### config.mk
export PLATFORM = sky130hd
export DESIGN_NAME = magic_nor_executor
export DESIGN_NICKNAME = d
export VERILOG_FILES = /design/src/rtl/magic_nor_executor.sv
export SDC_FILE = /design/constraint.sdc
export NUM_CORES = 1
export LEC_CHECK = 0
export ABC_AREA = 0
export BUFFER_PORTS_ARGS = -buffer_cell sky130_fd_sc_hd__buf_2
export CAP_MARGIN = 0
export CORE_ASPECT_RATIO = 0.5
export CORE_MARGIN = 2
export CORE_UTILIZATION = 50
export DETAILED_ROUTE_END_ITERATION = 6
export PLACE_DENSITY = 0.68
export SYNTH_ARGS = -nofsm -noshare
export SYNTH_HDL_FRONTEND = slang
export SYNTH_SLANG_ARGS = --single-unit
### constraint.sdc
create_clock -name clk -period 3.7 [get_ports clk]
set_input_delay 0.185 -clock clk [delete_from_list [all_inputs] [get_ports clk]]
set_output_delay 0.185 -clock clk [all_outputs]
set_load 0.03 [all_outputs]
### src/rtl/magic_nor_executor.sv
// MAGIC-style in-memory executor: loads primary inputs into a bit-cell row, runs
// inv1/nor2 micro-ops one per cycle, and snapshots a fixed output window on END.
`timescale 1ns/1ps

module magic_nor_executor #(
    parameter int NUM_CELLS = 100,
    parameter int ADDR_W    = 7,
    parameter int NUM_IN    = 10,
    parameter int NUM_OUT   = 7,
    parameter int OUT_BASE  = 93,
    parameter int CNT_W     = 16
) (
    input  logic               clk,
    input  logic               rst,
    input  logic               in_valid,
    output logic               in_ready,
    input  logic [NUM_IN-1:0]  in_data,
    input  logic               op_valid,
    output logic               op_ready,
    input  logic [1:0]         op_code,
    input  logic [ADDR_W-1:0]  op_a,
    input  logic [ADDR_W-1:0]  op_b,
    input  logic [ADDR_W-1:0]  op_dst,
    output logic               out_valid,
    input  logic               out_ready,
    output logic [NUM_OUT-1:0] out_data,
    output logic               busy,
    output logic               err,
    output logic [CNT_W-1:0]   gate_count
);

    localparam logic [1:0] ST_IDLE = 2'd0;
    localparam logic [1:0] ST_EXEC = 2'd1;
    localparam logic [1:0] ST_DONE = 2'd2;

    localparam logic [1:0] OP_INV   = 2'b00;
    localparam logic [1:0] OP_NOR2  = 2'b01;
    localparam logic [1:0] OP_INIT1 = 2'b10;
    localparam logic [1:0] OP_END   = 2'b11;

    localparam logic [ADDR_W:0] CELL_LIMIT = (ADDR_W+1)'(NUM_CELLS);

    logic [1:0]           state_q, state_d;
    logic [NUM_CELLS-1:0] cells_q, cells_d;
    logic [NUM_OUT-1:0]   out_data_q, out_data_d;
    logic                 err_q, err_d;
    logic [CNT_W-1:0]     gate_count_q, gate_count_d;

    logic a_ok, b_ok, dst_ok, range_bad;
    logic a_bit, b_bit, dst_bit;

    // Out-of-range reads are masked so a bad address never indexes past the row.
    always_comb begin
        a_ok    = {1'b0, op_a} < CELL_LIMIT;
        b_ok    = {1'b0, op_b} < CELL_LIMIT;
        dst_ok  = {1'b0, op_dst} < CELL_LIMIT;
        a_bit   = a_ok ? cells_q[op_a] : 1'b0;
        b_bit   = b_ok ? cells_q[op_b] : 1'b0;
        dst_bit = dst_ok ? cells_q[op_dst] : 1'b0;
        case (op_code)
            OP_INV:   range_bad = !(a_ok && dst_ok);
            OP_NOR2:  range_bad = !(a_ok && b_ok && dst_ok);
            OP_INIT1: range_bad = !dst_ok;
            default:  range_bad = 1'b0;
        endcase
    end

    always_comb begin
        // NOTE: every *_d gets a default before the case so no path leaves it unassigned (no latch).
        state_d      = state_q;
        cells_d      = cells_q;
        out_data_d   = out_data_q;
        err_d        = err_q;
        gate_count_d = gate_count_q;

        case (state_q)
            ST_IDLE: begin
                if (in_valid) begin
                    cells_d              = '0;
                    cells_d[NUM_IN-1:0]  = in_data;
                    err_d                = 1'b0;
                    gate_count_d         = '0;
                    state_d              = ST_EXEC;
                end
            end
            ST_EXEC: begin
                if (op_valid) begin
                    if (op_code == OP_END) begin
                        out_data_d = cells_q[OUT_BASE +: NUM_OUT];
                        state_d    = ST_DONE;
                    end else if (range_bad) begin
                        err_d = 1'b1;
                    end else begin
                        // MAGIC write: a gate can only pull its output cell from 1 to 0.
                        case (op_code)
                            OP_INIT1: cells_d[op_dst] = 1'b1;
                            OP_INV:   cells_d[op_dst] = dst_bit & ~a_bit;
                            OP_NOR2:  cells_d[op_dst] = dst_bit & ~(a_bit | b_bit);
                            default:  cells_d[op_dst] = dst_bit;
                        endcase
                        if (op_code != OP_INIT1 && gate_count_q != {CNT_W{1'b1}})
                            gate_count_d = gate_count_q + CNT_W'(1);
                    end
                end
            end
            ST_DONE: begin
                if (out_ready)
                    state_d = ST_IDLE;
            end
            default: state_d = ST_IDLE;
        endcase
    end

    always_ff @(posedge clk) begin
        // NOTE: state updates use <= so every flop samples pre-edge values, independent of block order.
        if (rst) begin
            state_q      <= ST_IDLE;
            // NOTE: the cell row is a flop array, not RAM, so clearing it on reset is cheap and defined.
            cells_q      <= '0;
            out_data_q   <= '0;
            err_q        <= 1'b0;
            gate_count_q <= '0;
        end else begin
            state_q      <= state_d;
            cells_q      <= cells_d;
            out_data_q   <= out_data_d;
            err_q        <= err_d;
            gate_count_q <= gate_count_d;
        end
    end

    assign in_ready   = (state_q == ST_IDLE);
    assign op_ready   = (state_q == ST_EXEC);
    assign out_valid  = (state_q == ST_DONE);
    assign busy       = (state_q == ST_EXEC) || (state_q == ST_DONE);
    assign out_data   = out_data_q;
    assign err        = err_q;
    assign gate_count = gate_count_q;

endmodule

==> results of run 1 <==
Yosys cell counts (all sizes together) (9+ instances only):
| cell | count |
|---|---|
| nand2 | 57 |
| nand3 | 36 |
| nor2b | 16 |
| mux4 | 47 |
| a21oi | 119 |
| inv | 17 |
| a32oi | 10 |
| buf | 36 |
| o21ai | 189 |
| nor3 | 14 |
| clkbuf | 51 |
| nand2b | 10 |
| nor2 | 53 |
| a311oi | 10 |
| mux2 | 9 |
| nand4 | 14 |
| o221ai | 9 |
| dfxtp | 126 |
| mux2i | 39 |
flip-flops by register name (all words and copies together), names as in the netlist:
register,flops
cells_q,100
err,1
gate_count,16
out_data,7
state_q,2
path summary, 6_finish.rpt:
kind,depth (start not counted),start,slack [ps],to
max reg2reg,9,state_q[1]$_SDFFE_PP0P_,610,cells_q[46]$_SDFFE_PP0P_
max,10,op_a[0],560,cells_q[42]$_SDFFE_PP0P_
min,3,in_data[0],150,cells_q[0]$_SDFFE_PP0P_
min reg2reg,2,out_data[4]$_SDFFE_PP0P_,460,out_data[4]$_SDFFE_PP0P_
cell families after synthesis:
logic type / count (synthesis) / share of synthesized area [%]
XOR/XNOR: 9 / 0.9623
AND/OR/NAND/NOR: 235 / 14.43
AO/OA/AOI/OAI: 400 / 28.38
multiplexers: 95 / 18.92
flip-flops: 126 / 30.79
buffers and inverters: 105 / 5.896
adder cells (fa/ha/maj): 4 / 0.6110
per-layer routing:
layer | up-vias | part of all wire, % | track usage (%)
met2 | 661 | 42 | 53.75
met1 | 4148 | 40 | 48.46
met4 | 0 | 4.1 | 14.62
met5 | - | 0 | 0
met3 | 115 | 14 | 11.22
li1 | 3790 | - | -
tightest hold or removal path, stage by stage:
cell and delay [ps]:
buf_2 90, a32oi_1 140, a311oi_1 100
final cells by class:
class | instances | area (µm²) | area share (%)
clock inverter | 12 | 183.9 | 1.959
timing repair buffer | 108 | 673.1 | 7.171
sequential | 126 | 2522 | 26.87
clock buffer | 20 | 456.7 | 4.865
tap | 227 | 284.0 | 3.026
inverter | 18 | 67.56 | 0.7198
multi-input combinational | 743 | 5199 | 55.39
power by group:
| part | internal, mW | switching, mW | leakage, nW |
|---|---|---|---|
| clock network | 1.17 | 0.693 | 0.307 |
| logic | 0.294 | 0.618 | 2.13 |
| registers | 1.41 | 0.0751 | 1.02 |
stage by stage:
step           utilization (%)  power (mW)  setup slack [ps]
6_report                 57.99       4.263             555.5
5_1_grt                  57.99       4.395             397.5
4_1_cts                  57.99       4.230             647.8
3_5_place_dp             54.04       2.396             368.5
3_3_place_gp             54.04       2.375             424.6
2_1_floorplan                -       2.130             965.8
==> metrics.txt, run 1 <==
FP Rows=33; Routed Antenna Nets=0; status=finished, final reports clean; Area after DPL=8746 µm²; commonest non-fill, non-tap cell in the layout=o21ai_0; Crit path max-delay family=compound AO/OA/AOI/OAI gates; Worst Hold Slack=145.9 ps; Die Height=94.51 µm; initial DRC count=1172; Initial Utilization=about 51%; Distinct cells, synth=64; final wirelength=roughly 31000 µm; drt first pass iters=5; Reg clk slew, reported paths=60 ps; Overall Global Routing Usage=about 36%; antenna violations before repair=0; Die Wd=185.0 µm; CTS Sinks=126; peak fanout along the critical path=22; Worst-Margin Slew=886.6 ps; RSZ-0062 raised after global routing=no; Port Buf Inserts=65; cts bufs inserted=17; Post-synth ARST share=0%; Seq cells post-synth=126; max_slew headroom=40.90%; share of the synthesized area in the top cell type=30.79%; Die ar.=17480 µm²; fin area=between 9000 and 10000 µm²; final hold vios=0; gp weighted congestion=1.010; fin crit share=84.99%; Net Count, Synth=a little over 1000; Avg Cell Area, Syn=between 8 and 9 µm²; dpl hpwl=between 20000 and 25000 µm; EDFF count, synth=0; vias per std cell=6.949; crit path cell chain=buf_2 -> buf_4 -> mux4_2 -> and2_1 -> a211oi_1 -> o21ai_1 -> o211ai_2 -> o221a_4 -> nand3_2 -> o21ai_0; Synth area leader=dfxtp_1; crit path buf inv count=2; via count of the first global-routing pass=8121; CP peak stage delay=roughly 560 ps; CTS tree=built; Ys Warns=0; pwr/cell area=454.1 nW/µm²; global-route wire length before repair=47380 µm; Worst EP arrival=approximately 3500 ps; pin count of the biggest net entering global routing=91; I/O pin count=between 60 and 70; critical path's slowest cell=buf_2; Clock Tree Root=clkbuf_16; setup violators final=0; Final min period=3145 ps; achievable clock frequency=318.0 MHz; H-tree levels=4; clk_skew=12.34 ps; CP Data Required Time=~4000 ps; Worst VDD drop=0.0003817 V; # hold bufs at CTS=0; core footprint=16190 µm²; overflow left after global routing=0; Synth Instances=a little under 1000; Netlist Area Pre-Place=slightly above 8000 µm²; worst-skew pair later-pin latency=between 400 and 500 ps; Seq/Total Area, Yosys=30.79%; clk buf depth=2; crit path kind=in -> reg; number of max-cap violations=0; crit path launch type=input port; post-cts resize count=0; fin cells=1254; post-CTS setup buffer count=0; ant diodes=0; leakage dissipation=3.453 nW; Filler cells=1456; Synth Flop Type=dfxtp_1; placed insts=1222; Synth area leaders=dfxtp_1, mux4_2, o21ai_0; Syn-to-layout area delta=14.59%; final setup TNS=0 ps; Post-route DRC=0; fin nets=1056; Slew Viols, Final=0; crit end category=flip-flop; min-delay worst type=in -> reg; most frequent cells in the layout=o21ai_0, dfxtp_1, a21oi_1; vias=8714; share of cells above drive strength 1=20.45%; post-DR wirelength/cell=24.56 µm
Note: power is estimated with default switching activity, not from simulation.
==> inputs of run 2 (changes only) <==
--- a/config.mk
+++ b/config.mk
@@ -12,7 +12,7 @@
 export CORE_MARGIN = 2
 export CORE_UTILIZATION = 50
 export DETAILED_ROUTE_END_ITERATION = 6
-export PLACE_DENSITY = 0.68
+export PLACE_DENSITY = 0.71
 export SYNTH_ARGS = -nofsm -noshare
 export SYNTH_HDL_FRONTEND = slang
 export SYNTH_SLANG_ARGS = --single-unit
==> constraint.sdc (replaced) <==
create_clock -name clk -period 2.8 [get_ports clk]
set_input_delay 0.14 -clock clk [delete_from_list [all_inputs] [get_ports clk]]
set_output_delay 0.14 -clock clk [all_outputs]
set_load 0.03 [all_outputs]
==> run 2 against run 1 <==
Compared with the run above: the run now ends with negative setup slack left; utilization up 3.8 points; setup slack got worse by 570 ps; global-route usage increased by 1.6 points; flip-flop and latch count stayed put; clock power is 16% higher; sequential power increased by 32%; combinational power grew 50%; critical path depth fell by 1; hold slack worse by 40 ps; cell count rose by 4.5%; via count grew 2.7%; highest routed layer unchanged.
==> metrics.txt, run 2 (synthesis results as in run 1) <==
crit end category=flip-flop; Worst EP arrival=3140 ps (-330 ps); peak fanout along the critical path=10 (-55%); Die ar.=17480 µm² (unchanged); max_slew headroom=38.42% (-2.5 points); Worst-Margin Slew=920.3 ps (+33.77 ps); global-route wire length before repair=48850 µm (+3.1%); Worst VDD drop=0.0004481 V (+17%); fin cells=1310 (+4.5%); CP peak stage delay=660 ps (+100 ps); leakage dissipation=3.777 nW (+9.4%); RR Startpoint=cells_q[0]$_SDFFE_PP0P_; FF/Latch Area=2525 µm² (about the same); fin crit share=100.5%; placed insts=1278 (+4.6%); gp weighted congestion=1.051 (+4.1%); initial DRC count=1245 (+6.2%); cts bufs inserted=17 (unchanged); achievable clock frequency=355.3 MHz; Seq pwr share=35.6% (+0.7 points); worst-skew pair later-pin latency=430 ps (about the same); crit path kind=reg -> reg; Post-route DRC=0 (unchanged); pwr/cell area=548.9 nW/µm² (+21%); hold endpoint=cells_q[0]$_SDFFE_PP0P_; crit path cell chain=mux4_2 -> nor2b_1 -> a211oi_2 -> a2111oi_1 -> or4_4 -> o221a_4 -> buf_12 -> nand4_1 -> a311oi_1; critical path's slowest cell=a2111oi_1; Port Buf Inserts=65 (unchanged); Filler cells=1443 (-0.89%); final hold vios=0 (unchanged); Final min period=between 2000 and 3000 ps; # hold bufs at CTS=0 (unchanged); final wirelength=32500 µm (+5.5%); CP Data Required Time=3130 ps (-900 ps); ant diodes=0 (unchanged); CTS Sinks=126 (unchanged); Reg clk slew, reported paths=60 ps (about the same); CTS tree=built; Die Wd=185.0 µm (unchanged); min-delay worst type=in -> reg; Routed Antenna Nets=0 (unchanged); antenna violations before repair=0 (unchanged); clk buf depth=2 (unchanged); pin count of the biggest net entering global routing=91 (unchanged); share of cells above drive strength 1=25.85% (+5.4 points); max reg flops=100 (unchanged); core footprint=16190 µm² (unchanged); commonest non-fill, non-tap cell in the layout=o21ai_0; final setup TNS=-41.85 ps (-41.85 ps); status=complete, but fails checks; R2R Path End=cells_q[5]$_SDFFE_PP0P_; Overall Global Routing Usage=37.59% (+1.6 points); clk_skew=12.41 ps (+0.06250 ps); switching share of power=32.76% (+0.25 points); Clock Tree Root=clkbuf_16; worst hold path cell count=3 (unchanged); Internal=3.693 mW (+28%); number of max-cap violations=0 (unchanged); vias per std cell=6.834 (-1.7%); drt first pass iters=6 (+1); fin nets=1115 (+5.6%); Die Height=94.51 µm (unchanged); Psw=1.799 mW (+30%); setup slack, reg-to-reg=-10 ps (-620 ps); FP Rows=33 (unchanged); setup violators final=4 (+4); Initial Utilization=50.61% (unchanged); Clk pwr share=39.3% (-4.4 points); Biggest register=cells_q; HP Start=in_data[0]; most frequent cells in the layout=o21ai_0, dfxtp_1, a21oi_1; I/O pin count=66 (unchanged); Slew Viols, Final=0 (unchanged); Syn-to-layout area delta=22.13%; Register-to-Register Path Depth=9 (unchanged); H-tree levels=4 (unchanged); dpl hpwl=22720 µm (+9.6%); violated checks=negative setup slack; combinational share of power=25.0% (+3.6 points); final worst slack=-14.75 ps (-570.2 ps); vias=8952 (+2.7%); overflow left after global routing=0 (unchanged); post-DR wirelength/cell=24.81 µm (+1.0%); Multi-input gate area=5309 µm² (+2.1%); via count of the first global-routing pass=8226 (+1.3%); crit path launch type=flip-flop
==> run 2: worst max-delay path: cells and delay by family, from the launching register on <==
family,cells,cell delay [ps]
and+or+nand+nor,3,520
DFF,1,460
muxes,1,280
buffers and inverters,1,150
AOI/OAI and AO/OA,4,1320
==> run 2: stage by stage <==
| stage | setup WS, ps | utilization [%] | area (µm²) | power (mW) | hold slack (ps) |
|---|---|---|---|---|---|
| after floorplan | 65.79 | - | 8192 | 2.815 | 212.1 |
| after global placement | -161.0 | 57.56 | 9316 | 3.251 | 440.5 |
| after detailed placement | -178.2 | 57.56 | 9316 | 3.287 | 448.0 |
| after CTS | 2.421 | 61.04 | 9879 | 5.421 | 94.62 |
| after global routing | -8.078 | 61.81 | 10000 | 5.662 | 129.3 |
| final | -14.75 | 61.81 | 10000 | 5.492 | 105.5 |
==> run 2: power by group through the flow <==
stage	Combinational [mW]	Sequential, mW	Clock [mW]
3_5_place_dp	1.30	1.99	0
5_1_grt	1.46	1.96	2.24
4_1_cts	1.30	1.95	2.17
6_report	1.37	1.96	2.16
3_3_place_gp	1.27	1.98	0
2_1_floorplan	0.843	1.97	0
==> run 2: routing by layer <==
layer  global-route usage [%]  part of all wire, %  up-vias
met2                    56.05                   43      690
li1                         -                    -     3902
met3                    10.99                   13      133
met1                    50.26                   40     4227
met5                        0                    0        -
met4                    17.92                  4.4        0
==> run 2: final cells by class <==
cell class | count | share of cell area (%)
Multi-Input combinational cell | 744 | 53.06
Sequential cell | 126 | 25.24
Timing Repair Buffer | 166 | 12.66
Clock buffer | 21 | 4.602
Tap cell | 227 | 2.839
Clock inverter | 8 | 0.9255
Inverter | 18 | 0.6753
==> run 2: worst max-delay path by stage <==
stage / end / cells past startpoint / startpoint
final: cells_q[5]$_SDFFE_PP0P_ / 9 / cells_q[0]$_SDFFE_PP0P_
after floorplan: cells_q[65]$_SDFFE_PP0P_ / 13 / state_q[1]$_SDFFE_PP0P_
after global routing: cells_q[88]$_SDFFE_PP0P_ / 9 / cells_q[85]$_SDFFE_PP0P_
after CTS: cells_q[62]$_SDFFE_PP0P_ / 8 / cells_q[72]$_SDFFE_PP0P_
after detailed placement: cells_q[78]$_SDFFE_PP0P_ / 10 / op_dst[0]
after global placement: cells_q[86]$_SDFFE_PP0P_ / 9 / op_dst[2]
==> run 2: what timing repair did <==
item,in CTS,in global routing
setup endpoints to repair,6,99
setup buffers,0,2
cloned,0,1
pin swaps,0,7
gates resized for setup,2,24
==> inputs of run 3 (changes only) <==
--- a/config.mk
+++ b/config.mk
@@ -13,6 +13,7 @@
 export CORE_UTILIZATION = 50
 export DETAILED_ROUTE_END_ITERATION = 6
 export PLACE_DENSITY = 0.71
+export SETUP_SLACK_MARGIN = 0.2
 export SYNTH_ARGS = -nofsm -noshare
 export SYNTH_HDL_FRONTEND = slang
 export SYNTH_SLANG_ARGS = --single-unit
==> run 3 against run 2 <==
Compared with the run above: critical path type unchanged; largest power group unchanged; sequential power is essentially flat; cell count decreased by 0.15%; clock skew is 0.99 ps higher; the flow now finishes without violations; highest routed layer unchanged; combinational power rose by 8%; critical endpoint is now cells_q[39]$_SDFFE_PP0P_; setup slack better by 150 ps; critical path depth did not move; via count grew 1.3%; routed wire length increased by 1.2%.
==> metrics.txt, run 3 (synthesis results as in run 1) <==
vias per std cell=6.935 (+1.5%); CTS tree=built; Routed Antenna Nets=0 (unchanged); leakage dissipation=3.886 nW (+2.9%); Die ar.=17480 µm² (unchanged); setup slack, reg-to-reg=140 ps (+150 ps); placed insts=1276 (-0.16%); Syn-to-layout area delta=25.86%; fin crit share=95.07% (-5.5 points); HP Start=in_data[4]; final wirelength=32900 µm (+1.2%); share of cells above drive strength 1=30.34% (+4.5 points); status=finished, final reports clean; Internal=3.823 mW (+3.5%); I/O pin count=66 (unchanged); Slew Viols, Final=0 (unchanged); cts bufs inserted=17 (unchanged); crit path kind=reg -> reg; fin nets=1114 (-0.090%); setup violators final=0 (-4); final hold vios=0 (unchanged); clk buf depth=2 (unchanged); Multi-input gate area=5500 µm² (+3.6%); vias=9071 (+1.3%); Overall Global Routing Usage=37.65% (+0.057 points); Port Buf Inserts=65 (unchanged); FP Rows=33 (unchanged); end of the critical path=cells_q[39]$_SDFFE_PP0P_; Filler cells=1405 (-2.6%); CP Data Required Time=3080 ps (-50 ps); fin cells=1308 (-0.15%); crit end category=flip-flop; Post-route DRC=0 (unchanged); Clock Tree Root=clkbuf_16; ant diodes=0 (unchanged); Worst VDD drop=0.0005409 V (+21%); GR Util met3=11.45% (+0.46 points); clk_skew=13.40 ps (+0.9941 ps); Die Wd=185.0 µm (unchanged); Die Height=94.51 µm (unchanged); RSZ-0062 raised after global routing=yes; drt first pass iters=5 (-1); switching share of power=32.56% (-0.20 points); pwr/cell area=549.8 nW/µm² (+0.16%); combinational share of power=26.1% (+1.1 points); CTS Sinks=126 (unchanged); FF/Latch Area=2530 µm² (+0.20%); initial DRC count=1261 (+1.3%); Clk pwr share=39.7% (+0.4 points); dpl hpwl=22390 µm (-1.4%); Worst-Margin Slew=824.7 ps (-95.62 ps); GR Util met2=55.90% (-0.16 points); Worst Hold Slack=115.3 ps (+9.849 ps); RR Startpoint=cells_q[87]$_SDFFE_PP0P_; Pwr Total=5.668 mW (+3.2%); max_slew headroom=44.82% (+6.4 points); Psw=1.846 mW (+2.6%); Worst EP arrival=2940 ps (-200 ps); Final min period=2662 ps (-152.9 ps); min-delay worst type=in -> reg; Biggest register=cells_q; max reg flops=100 (unchanged); pin count of the biggest net entering global routing=91 (unchanged); critical path launch point=cells_q[87]$_SDFFE_PP0P_; achievable clock frequency=375.7 MHz (+5.7%); worst-skew pair later-pin latency=420 ps (about the same); Seq pwr share=34.2% (-1.4 points); global-route wire length before repair=48900 µm (+0.11%); H-tree levels=4 (unchanged); grt met1 use=51.81% (+1.5 points); most frequent cells in the layout=o21ai_0, dfxtp_1, a21oi_1; number of max-cap violations=0 (unchanged); via count of the first global-routing pass=8259 (+0.40%); Reg clk slew, reported paths=60 ps (about the same); antenna violations before repair=0 (unchanged); gp weighted congestion=1.012 (-3.7%); R2R Path End=cells_q[39]$_SDFFE_PP0P_; crit path launch type=flip-flop; Register-to-Register Path Depth=9 (unchanged); commonest non-fill, non-tap cell in the layout=o21ai_0; post-DR wirelength/cell=25.15 µm (+1.4%); overflow left after global routing=0 (unchanged); core footprint=16190 µm² (unchanged); GR peak layer=met2; Initial Utilization=50.61% (unchanged); peak fanout along the critical path=7 (-3); # hold bufs at CTS=0 (unchanged)
[run 3: cell types whose count changed in the layout (fill, tap and decap cells not counted), sizes merged]
cell and change:
clkbuf -1, bufinv +1, buf -2
[run 3: critical path, stage by stage, from the launching register on]
cell	delay, ps
dfxtp_1	330
mux4_2	460
mux2_4	290
a21oi_2	150
nor3_2	60
or4_4	530
o221a_4	330
nand3_4	120
buf_8	150
o21ai_0	80
[run 3: repair_timing]
action                     in CTS  in global routing
resized for setup              13                123
setup buffers                   0                  2
pin swaps                       3                 21
setup endpoints to repair      79                110
gates cloned                    1                  1
[run 3: cell type report]
class	instances	share of cell area (%)
clock buffer	19	4.393
clock inverter	9	1.165
inverter	18	0.6917
multi-input combinational	744	53.35
sequential	126	24.54
tap	227	2.755
timing repair buffer	165	13.11
[run 3: per-stage QoR]
stage,setup TNS [ps],utilization [%],area [µm²],setup WS (ps)
detailed placement,-4015,57.56,9316,-174.0
floorplan,0,-,8194,235.7
global route,0,63.70,10310,71.16
finish,0,63.70,10310,138.1
global placement,-1267,57.56,9316,-122.2
CTS,0,61.54,9961,178.9
[run 3: worst min path at each step]
stage,endpoint,slack (ps),cells past startpoint
finish,cells_q[4]$_SDFFE_PP0P_,120,3
global route,cells_q[2]$_SDFFE_PP0P_,120,3
CTS,cells_q[4]$_SDFFE_PP0P_,100,3
detailed placement,out_data[6]$_SDFFE_PP0P_,450,2
global placement,out_data[4]$_SDFFE_PP0P_,440,2
floorplan,cells_q[0]$_SDFFE_PP0P_,210,1
[run 3: layer usage]
layer | part of all wire (%) | vias to the layer above
met1 | 40 | 4386
li1 | - | 3919
met5 | 0 | -
met4 | 3.1 | 0
met3 | 14 | 92
met2 | 43 | 674
[run 3: power by group through the flow]
stage,clock [mW],combinational (mW),sequential [mW]
2_1_floorplan,0,0.845,1.97
3_3_place_gp,0,1.32,1.97
3_5_place_dp,0,1.35,1.97
4_1_cts,2.24,1.37,1.94
5_1_grt,2.32,1.58,1.94
6_report,2.25,1.48,1.94
